File: config.mk
export PLATFORM = sky130hd
export DESIGN_NAME = mem_byte_ctrl
export DESIGN_NICKNAME = d
export VERILOG_FILES = /design/src/rtl/mem_pkg.sv /design/src/rtl/mem_load_ext.sv /design/src/rtl/mem_byte_ctrl.sv
export SDC_FILE = /design/constraint.sdc
export NUM_CORES = 1
export LEC_CHECK = 0
export ABC_CLOCK_PERIOD_IN_PS = 3500
export BUFFER_PORTS_ARGS = -buffer_cell sky130_fd_sc_hd__buf_2
export CORE_ASPECT_RATIO = 0.7
export CORE_MARGIN = 3
export CORE_UTILIZATION = 47
export CTS_CLUSTER_SIZE = 10
export DETAILED_ROUTE_END_ITERATION = 6
export GPL_ROUTABILITY_DRIVEN = 0
export PLACE_DENSITY = 0.71
export RECOVER_POWER = 100
export SLEW_MARGIN = 15
export SYNTH_ARGS = -nofsm -noshare
export SYNTH_HDL_FRONTEND = slang
export SYNTH_HIERARCHICAL = 1
export SYNTH_SLANG_ARGS = --single-unit
File: constraint.sdc
create_clock -name clk_in -period 3.5 [get_ports clk_in]
set_input_delay 0.35 -clock clk_in [delete_from_list [all_inputs] [get_ports clk_in]]
set_output_delay 0.35 -clock clk_in [all_outputs]
set_load 0.02 [all_outputs]
File: src/rtl/mem_pkg.sv
// Shared encodings for the byte-serial memory sequencer and its load extender.
package mem_pkg;

  localparam logic [1:0] LEN_B = 2'b00;
  localparam logic [1:0] LEN_H = 2'b01;
  localparam logic [1:0] LEN_W = 2'b10;
  localparam int         LEN_UNSIGNED_BIT = 2;

  localparam logic [1:0] IO_ADDR_SEL = 2'b11;
  localparam int         IO_SEL_HI   = 17;
  localparam int         IO_SEL_LO   = 16;

  typedef enum logic [1:0] {
    IDLE = 2'd0,
    RD   = 2'd1,
    WR   = 2'd2
  } state_e;

  // Byte count of an access; the reserved length 11 behaves as a word.
  function automatic logic [2:0] len_to_bytes(input logic [1:0] len);
    logic [2:0] n;
    case (len)
      LEN_B:   n = 3'd1;
      LEN_H:   n = 3'd2;
      LEN_W:   n = 3'd4;
      default: n = 3'd4;
    endcase
    return n;
  endfunction

endpackage

File: src/rtl/mem_load_ext.sv
// Combinational byte/half/word sign or zero extension of assembled load data.
module mem_load_ext
  import mem_pkg::*;
(
  input  logic [31:0] raw_in,
  input  logic [2:0]  len_in,
  output logic [31:0] data_out
);

  logic sign_s;

  // Select the extension by access size; bit 2 of the length marks unsigned.
  always_comb begin
    sign_s = ~len_in[LEN_UNSIGNED_BIT];
    case (len_in[1:0])
      LEN_B:   data_out = {{24{sign_s & raw_in[7]}}, raw_in[7:0]};
      LEN_H:   data_out = {{16{sign_s & raw_in[15]}}, raw_in[15:0]};
      LEN_W:   data_out = raw_in;
      default: data_out = raw_in;
    endcase
  end

endmodule

File: src/rtl/mem_byte_ctrl.sv
// Byte-serial sequencer turning one byte/half/word request into 8-bit RAM/IO
// bus cycles, with read-latency tracking, UART back-pressure, pause and flush.
module mem_byte_ctrl
  import mem_pkg::*;
#(
  parameter int ADDR_W = 32
) (
  input  logic              clk_in,
  input  logic              rst_n_in,
  input  logic              rdy_in,
  input  logic [7:0]        mem_din,
  output logic [7:0]        mem_dout,
  output logic [ADDR_W-1:0] mem_a,
  output logic              mem_wr,
  input  logic              io_buffer_full,
  input  logic              flush,
  input  logic              req_valid,
  input  logic              req_wr,
  input  logic [2:0]        req_len,
  input  logic [ADDR_W-1:0] req_addr,
  input  logic [31:0]       req_wdata,
  output logic              req_ready,
  output logic              resp_valid,
  output logic [31:0]       resp_rdata
);

  state_e            state_q, state_d;
  logic [ADDR_W-1:0] base_q, base_d;
  logic [2:0]        len_q, len_d;
  logic [31:0]       wdata_q, wdata_d;
  logic [2:0]        n_q, n_d;
  logic [2:0]        i_q, i_d;
  logic [2:0]        c_q, c_d;
  logic              pend_q, pend_d;
  logic [31:0]       buf_q, buf_d;
  logic              resp_valid_q, resp_valid_d;
  logic              resp_rd_q, resp_rd_d;
  logic [31:0]       resp_rdata_q, resp_rdata_d;

  logic [ADDR_W-1:0] cur_addr_s;
  logic              is_io_s;
  logic              issue_s;
  logic              last_cap_s;
  logic              req_ready_s;
  logic [31:0]       cap_buf_s;
  logic [31:0]       ext_data_s;
  logic [ADDR_W-1:0] mem_a_s;
  logic [7:0]        mem_dout_s;
  logic              mem_wr_s;

  assign cur_addr_s  = base_q + {{(ADDR_W-3){1'b0}}, i_q};
  assign is_io_s     = (cur_addr_s[IO_SEL_HI:IO_SEL_LO] == IO_ADDR_SEL);
  assign issue_s     = (i_q < n_q);
  assign last_cap_s  = pend_q && (c_q == (n_q - 3'd1));
  assign req_ready_s = rst_n_in && (state_q == IDLE) && !flush && rdy_in;

  // Current read buffer with the byte arriving this cycle merged into lane c.
  always_comb begin
    cap_buf_s = buf_q;
    cap_buf_s[{c_q[1:0], 3'b000} +: 8] = mem_din;
  end

  mem_load_ext u_load_ext (
    .raw_in   (cap_buf_s),
    .len_in   (len_q),
    .data_out (ext_data_s)
  );

  // Next-state, pointer and bus-drive logic for the three-state sequencer.
  always_comb begin
    state_d      = state_q;
    base_d       = base_q;
    len_d        = len_q;
    wdata_d      = wdata_q;
    n_d          = n_q;
    i_d          = i_q;
    c_d          = c_q;
    pend_d       = pend_q;
    buf_d        = buf_q;
    resp_valid_d = 1'b0;
    resp_rd_d    = resp_rd_q;
    resp_rdata_d = resp_rdata_q;
    mem_a_s      = {ADDR_W{1'b0}};
    mem_dout_s   = 8'h00;
    mem_wr_s     = 1'b0;

    case (state_q)
      IDLE: begin
        if (req_valid && req_ready_s) begin
          base_d  = req_addr;
          len_d   = req_len;
          wdata_d = req_wdata;
          n_d     = len_to_bytes(req_len[1:0]);
          i_d     = 3'd0;
          c_d     = 3'd0;
          pend_d  = 1'b0;
          buf_d   = 32'h0000_0000;
          state_d = req_wr ? WR : RD;
        end else begin
          state_d = IDLE;
        end
      end

      RD: begin
        mem_a_s = cur_addr_s;
        if (flush) begin
          pend_d  = 1'b0;
          state_d = IDLE;
        end else if (!rdy_in) begin
          // Rewind to the first uncaptured byte; its address must be re-issued.
          i_d    = c_q;
          pend_d = 1'b0;
        end else begin
          pend_d = issue_s;
          if (issue_s) begin
            i_d = i_q + 3'd1;
          end else begin
            i_d = i_q;
          end
          if (pend_q) begin
            buf_d = cap_buf_s;
            c_d   = c_q + 3'd1;
            if (last_cap_s) begin
              state_d      = IDLE;
              resp_valid_d = 1'b1;
              resp_rd_d    = 1'b1;
              resp_rdata_d = ext_data_s;
            end else begin
              state_d = RD;
            end
          end else begin
            c_d = c_q;
          end
        end
      end

      WR: begin
        mem_a_s    = cur_addr_s;
        mem_dout_s = wdata_q[{i_q[1:0], 3'b000} +: 8];
        if (rdy_in && !(is_io_s && io_buffer_full)) begin
          mem_wr_s = 1'b1;
          i_d      = i_q + 3'd1;
          if (i_q == (n_q - 3'd1)) begin
            state_d      = IDLE;
            resp_valid_d = 1'b1;
            resp_rd_d    = 1'b0;
            resp_rdata_d = 32'h0000_0000;
          end else begin
            state_d = WR;
          end
        end else begin
          i_d = i_q;
        end
      end

      default: begin
        state_d = IDLE;
      end
    endcase
  end

  // Sequencer state and response registers.
  always_ff @(posedge clk_in or negedge rst_n_in) begin
    if (!rst_n_in) begin
      state_q      <= IDLE;
      base_q       <= {ADDR_W{1'b0}};
      len_q        <= 3'd0;
      wdata_q      <= 32'h0000_0000;
      n_q          <= 3'd0;
      i_q          <= 3'd0;
      c_q          <= 3'd0;
      pend_q       <= 1'b0;
      buf_q        <= 32'h0000_0000;
      resp_valid_q <= 1'b0;
      resp_rd_q    <= 1'b0;
      resp_rdata_q <= 32'h0000_0000;
    end else begin
      state_q      <= state_d;
      base_q       <= base_d;
      len_q        <= len_d;
      wdata_q      <= wdata_d;
      n_q          <= n_d;
      i_q          <= i_d;
      c_q          <= c_d;
      pend_q       <= pend_d;
      buf_q        <= buf_d;
      resp_valid_q <= resp_valid_d;
      resp_rd_q    <= resp_rd_d;
      resp_rdata_q <= resp_rdata_d;
    end
  end

  assign mem_a      = mem_a_s;
  assign mem_dout   = mem_dout_s;
  assign mem_wr     = mem_wr_s;
  assign req_ready  = req_ready_s;
  // A read completion landing on a flush cycle belongs to a squashed request.
  assign resp_valid = resp_valid_q && !(flush && resp_rd_q);
  assign resp_rdata = resp_rdata_q;

endmodule

==> impl_metrics.csv <==
group,metric,value,unit
logic_synthesis,ys.flop_type,"dfrtp_1",
critical_path,path_cells,"ha_1, a21oi_1, nor4_1, nand3_1, xor2_1, nor2_1, clkbuf_1",
sta,tns,0,ns
sta,final_hold_viol_count,0,
critical_path,cp.arrival,3.02,ns
layout,final_common_cell,"nand2_1",
clock_network,cts_inserted_buffers,17,
status,violations,"capacitance limit, slew limit",
layout,insertedDiodeCount,0,
logic_synthesis,synth-warning-count,6,
layout,layout-drive-gt1-share,14.3,%
clock_network,cts_root_buffer,"clkbuf_16",
clock_network,post_cts_buffers,0,
sta,period_share,96.2,%
clock_network,path_clk_slew,0.06,ns
detailed_routing,routed.top_layer,"met5",
floorplanning,rows,39,
floorplanning,die_width,163,µm
layout,nets,1208,
logic_synthesis,synth_compound_area_share,14.4,%
placed_design,dpl.hpwl,15.3,mm
logic_synthesis,synthAdderAreaFrac,3.02,%
logic_synthesis,synth.avg_cell_area,8.26,µm²
logic_synthesis,synth-xor-area-share,3.94,%
detailed_routing,drc,0,
power_and_ir_drop,clockPowerShare,26.9,%
detailed_routing,via_per_inst,5.42,
critical_path,endpoint_kind,"output pin",
logic_synthesis,ys_ff_latch,145,
floorplanning,start_util,48.8,%
layout,layout_common_cells,"nand2_1 (307), dfrtp_1 (145), o21ai_0 (131), buf_2 (84), clkbuf_1 (69)",
critical_path,slowest_stage,"nor4_1",
power_and_ir_drop,ir_worst_vdd,360,µV
logic_synthesis,ys_types,67,
power_and_ir_drop,intPower,3.97,mW
sta,max_slew_margin,-29.3,%
power_and_ir_drop,power_frac_seq,39.1,%
critical_path,path_max_fanout,6,
detailed_routing,met1_length,10.8,mm
critical_path,ff2ff_setup_slack,0.36,ns
logic_synthesis,synth_top_family_by_area,"simple AND/OR/NAND/NOR gates",
clock_network,htreeDepth,4,
layout,area_growth_syn_to_layout,16.6,%
critical_path,max_stage_delay,0.86,ns
detailed_routing,post_drt_wl_per_cell,16.4,µm
power_and_ir_drop,p_sw,2.66,mW
logic_synthesis,syn_area,8120,µm²
sta,final-setup-viol-count,0,
sta,period_needed,3.37,ns
floorplanning,core_area,16600,µm²
sta,final-max-slew-violation-count,147,
critical_path,worst_setup_path_start_kind,"flip-flop",
global_routing,grt_usage,23.7,%
critical_path,required,3.15,ns
sta,fin_skew,0.0110,ns
logic_synthesis,synth_nets,1084,
status,status,"finished with violations",
detailed_routing,firstDrtPassIters,5,
power_and_ir_drop,cellPowerDensity,700,nW/µm²
global_routing,grt_max_degree,78,
placed_design,portBuffers,156,
global_routing,grt_pass1_vias,6735,
placed_design,placed_area,9020,µm²
detailed_routing,drt_iter0_markers,734,
logic_synthesis,ys_seq_area_share,44.7,%
global_routing,antenna_found_initial,1,
logic_synthesis,synthSimpleGateAreaFrac,24.9,%
logic_synthesis,async_reset_ff_share,100,%
power_and_ir_drop,switching_share,40.2,%
floorplanning,die_area,18900,µm²
global_routing,grt_overflow,0,
floorplanning,die_y,116,µm
detailed_routing,vias,7287,
power_and_ir_drop,power.share.combinational,33.9,%
detailed_routing,dr_wl_met3,1.94,mm
clock_network,cts_resized,0,
detailed_routing,dr_wl_met2,9.03,mm
logic_synthesis,synth_cells,983,
logic_synthesis,synth_mux_area_share,2.79,%
sta,fmax,297,MHz
floorplanning,io_pins,157,
hold_path,hold_class,"in2reg",
power_and_ir_drop,leakage,4.31,nW
global_routing,grt_first_pass_wirelength,35.5,mm
detailed_routing,antenna_left,0,
job,drv_cap,2,
detailed_routing,drt-total-wl,22.0,mm
critical_path,worstSetupPathType,"reg2out",
clock_network,cts_sinks,145,
sta,rsz0062_at_grt,"no",
clock_network,cts_max_path_buffers,2,
clock_network,clk_latency,0.43,ns
layout,fin_area,9470,µm²
clock_network,cts_hold_buf,0,
logic_synthesis,synth_edf_count,0,
sta,worstMarginPinSlew,1.94,ns
clock_network,cts_tree,"built",
==> cells by family after synthesis <==
kind of cell             Yosys count
AO/OA/AOI/OAI                    200
buffers and inverters            115
AND/OR/NAND/NOR                  457
multiplexers                      12
flip-flops                       145
XOR/XNOR                          35
adder cells (fa/ha/maj)           19
==> layer usage <==
metal	track usage [%]	up-vias
met5	0	-
met1	37.2	3452
met4	5.18	2
met2	31.9	289
li1	-	3521
met3	7.22	23
==> sequential cells by signal, summed over array words and instances (netlist names) <==
register	flops
base_q	32
buf_q	32
resp_rdata	32
wdata_q	32
c_q	3
i_q	3
len_q	3
n_q	3
state_q	2
pend_q	1
resp_rd_q	1
resp_valid_q	1
==> synthesized netlist by cell type, drive strengths merged, types with 2 or more instances <==
cell type / n / area share, %
nor4bb: 2 / 0.25
inv: 48 / 2.2
nor4: 4 / 0.39
mux4: 8 / 2.2
and2: 18 / 1.4
nor2: 39 / 1.8
a22oi: 33 / 3.1
dfrtp: 145 / 45
o211ai: 2 / 0.18
nor3: 5 / 0.31
a21o: 2 / 0.18
mux2: 2 / 0.28
a22o: 2 / 0.32
a31oi: 2 / 0.15
ha: 18 / 2.8
clkbuf: 45 / 2.1
nand4b: 2 / 0.22
nand2: 307 / 14
or3: 4 / 0.31
and4: 5 / 0.62
nand3: 45 / 2.8
xnor2: 18 / 1.9
nor2b: 4 / 0.31
a21oi: 13 / 0.80
nand4: 7 / 0.72
o21ai: 136 / 8.5
and3: 6 / 0.49
buf: 22 / 1.9
or4b: 2 / 0.29
mux2i: 2 / 0.29
xor2: 16 / 1.7
==> final timing paths <==
kind,from,endpoint,cells after the start
worst max-delay path,i_q[2],mem_a[20],7
worst min-delay path,req_wdata[16],wdata_q[16],3
worst max register to register,state_q[0],resp_rdata[25],8
worst min register to register,wdata_q[17],wdata_q[17],2
max in group asynchronous,rst_n_in,buf_q[25],2
min in group asynchronous,rst_n_in,wdata_q[7],2
==> power by group through the flow <==
stage	Combinational, mW	Clock, mW	Sequential [mW]
finish	2.25	1.79	2.60
global route	2.51	1.89	2.66
CTS	2.35	1.81	2.58
detailed placement	2.33	0	2.61
global placement	2.28	0	2.60
floorplan	1.60	0	2.65
==> metrics by stage <==
step	utilization, %	power (mW)	setup slack (ns)	hold WS, ns	instances
after floorplan	-	4.25	0.919	0.0544	983
after global placement	54.2	4.88	0.710	0.455	1313
after detailed placement	54.2	4.94	0.582	0.460	1313
after CTS	57.7	6.74	0.184	0.0914	1345
after global routing	56.9	7.06	0.0400	0.100	1345
final	56.9	6.63	0.133	0.107	1345
==> cell type report <==
cell class	instances	area [µm²]
Timing Repair Buffer	172	817
Clock buffer	19	453
Tap cell	225	282
Multi-Input combinational cell	723	3990
Inverter	48	180
Clock inverter	13	125
Sequential cell	145	3630
Fill cell	1563	7170
==> critical path: cells and delay by family (launching register included) <==
family,cells,cell delay (ns)
xor gates and xnor gates,1,0.18
and+or+nand+nor,3,1.12
buffers and inverters,1,0.25
adders and majority gates,1,0.41
DFF,1,0.47
AOI/OAI and AO/OA,1,0.17
No activity file was read; power rests on OpenSTA's default activity.
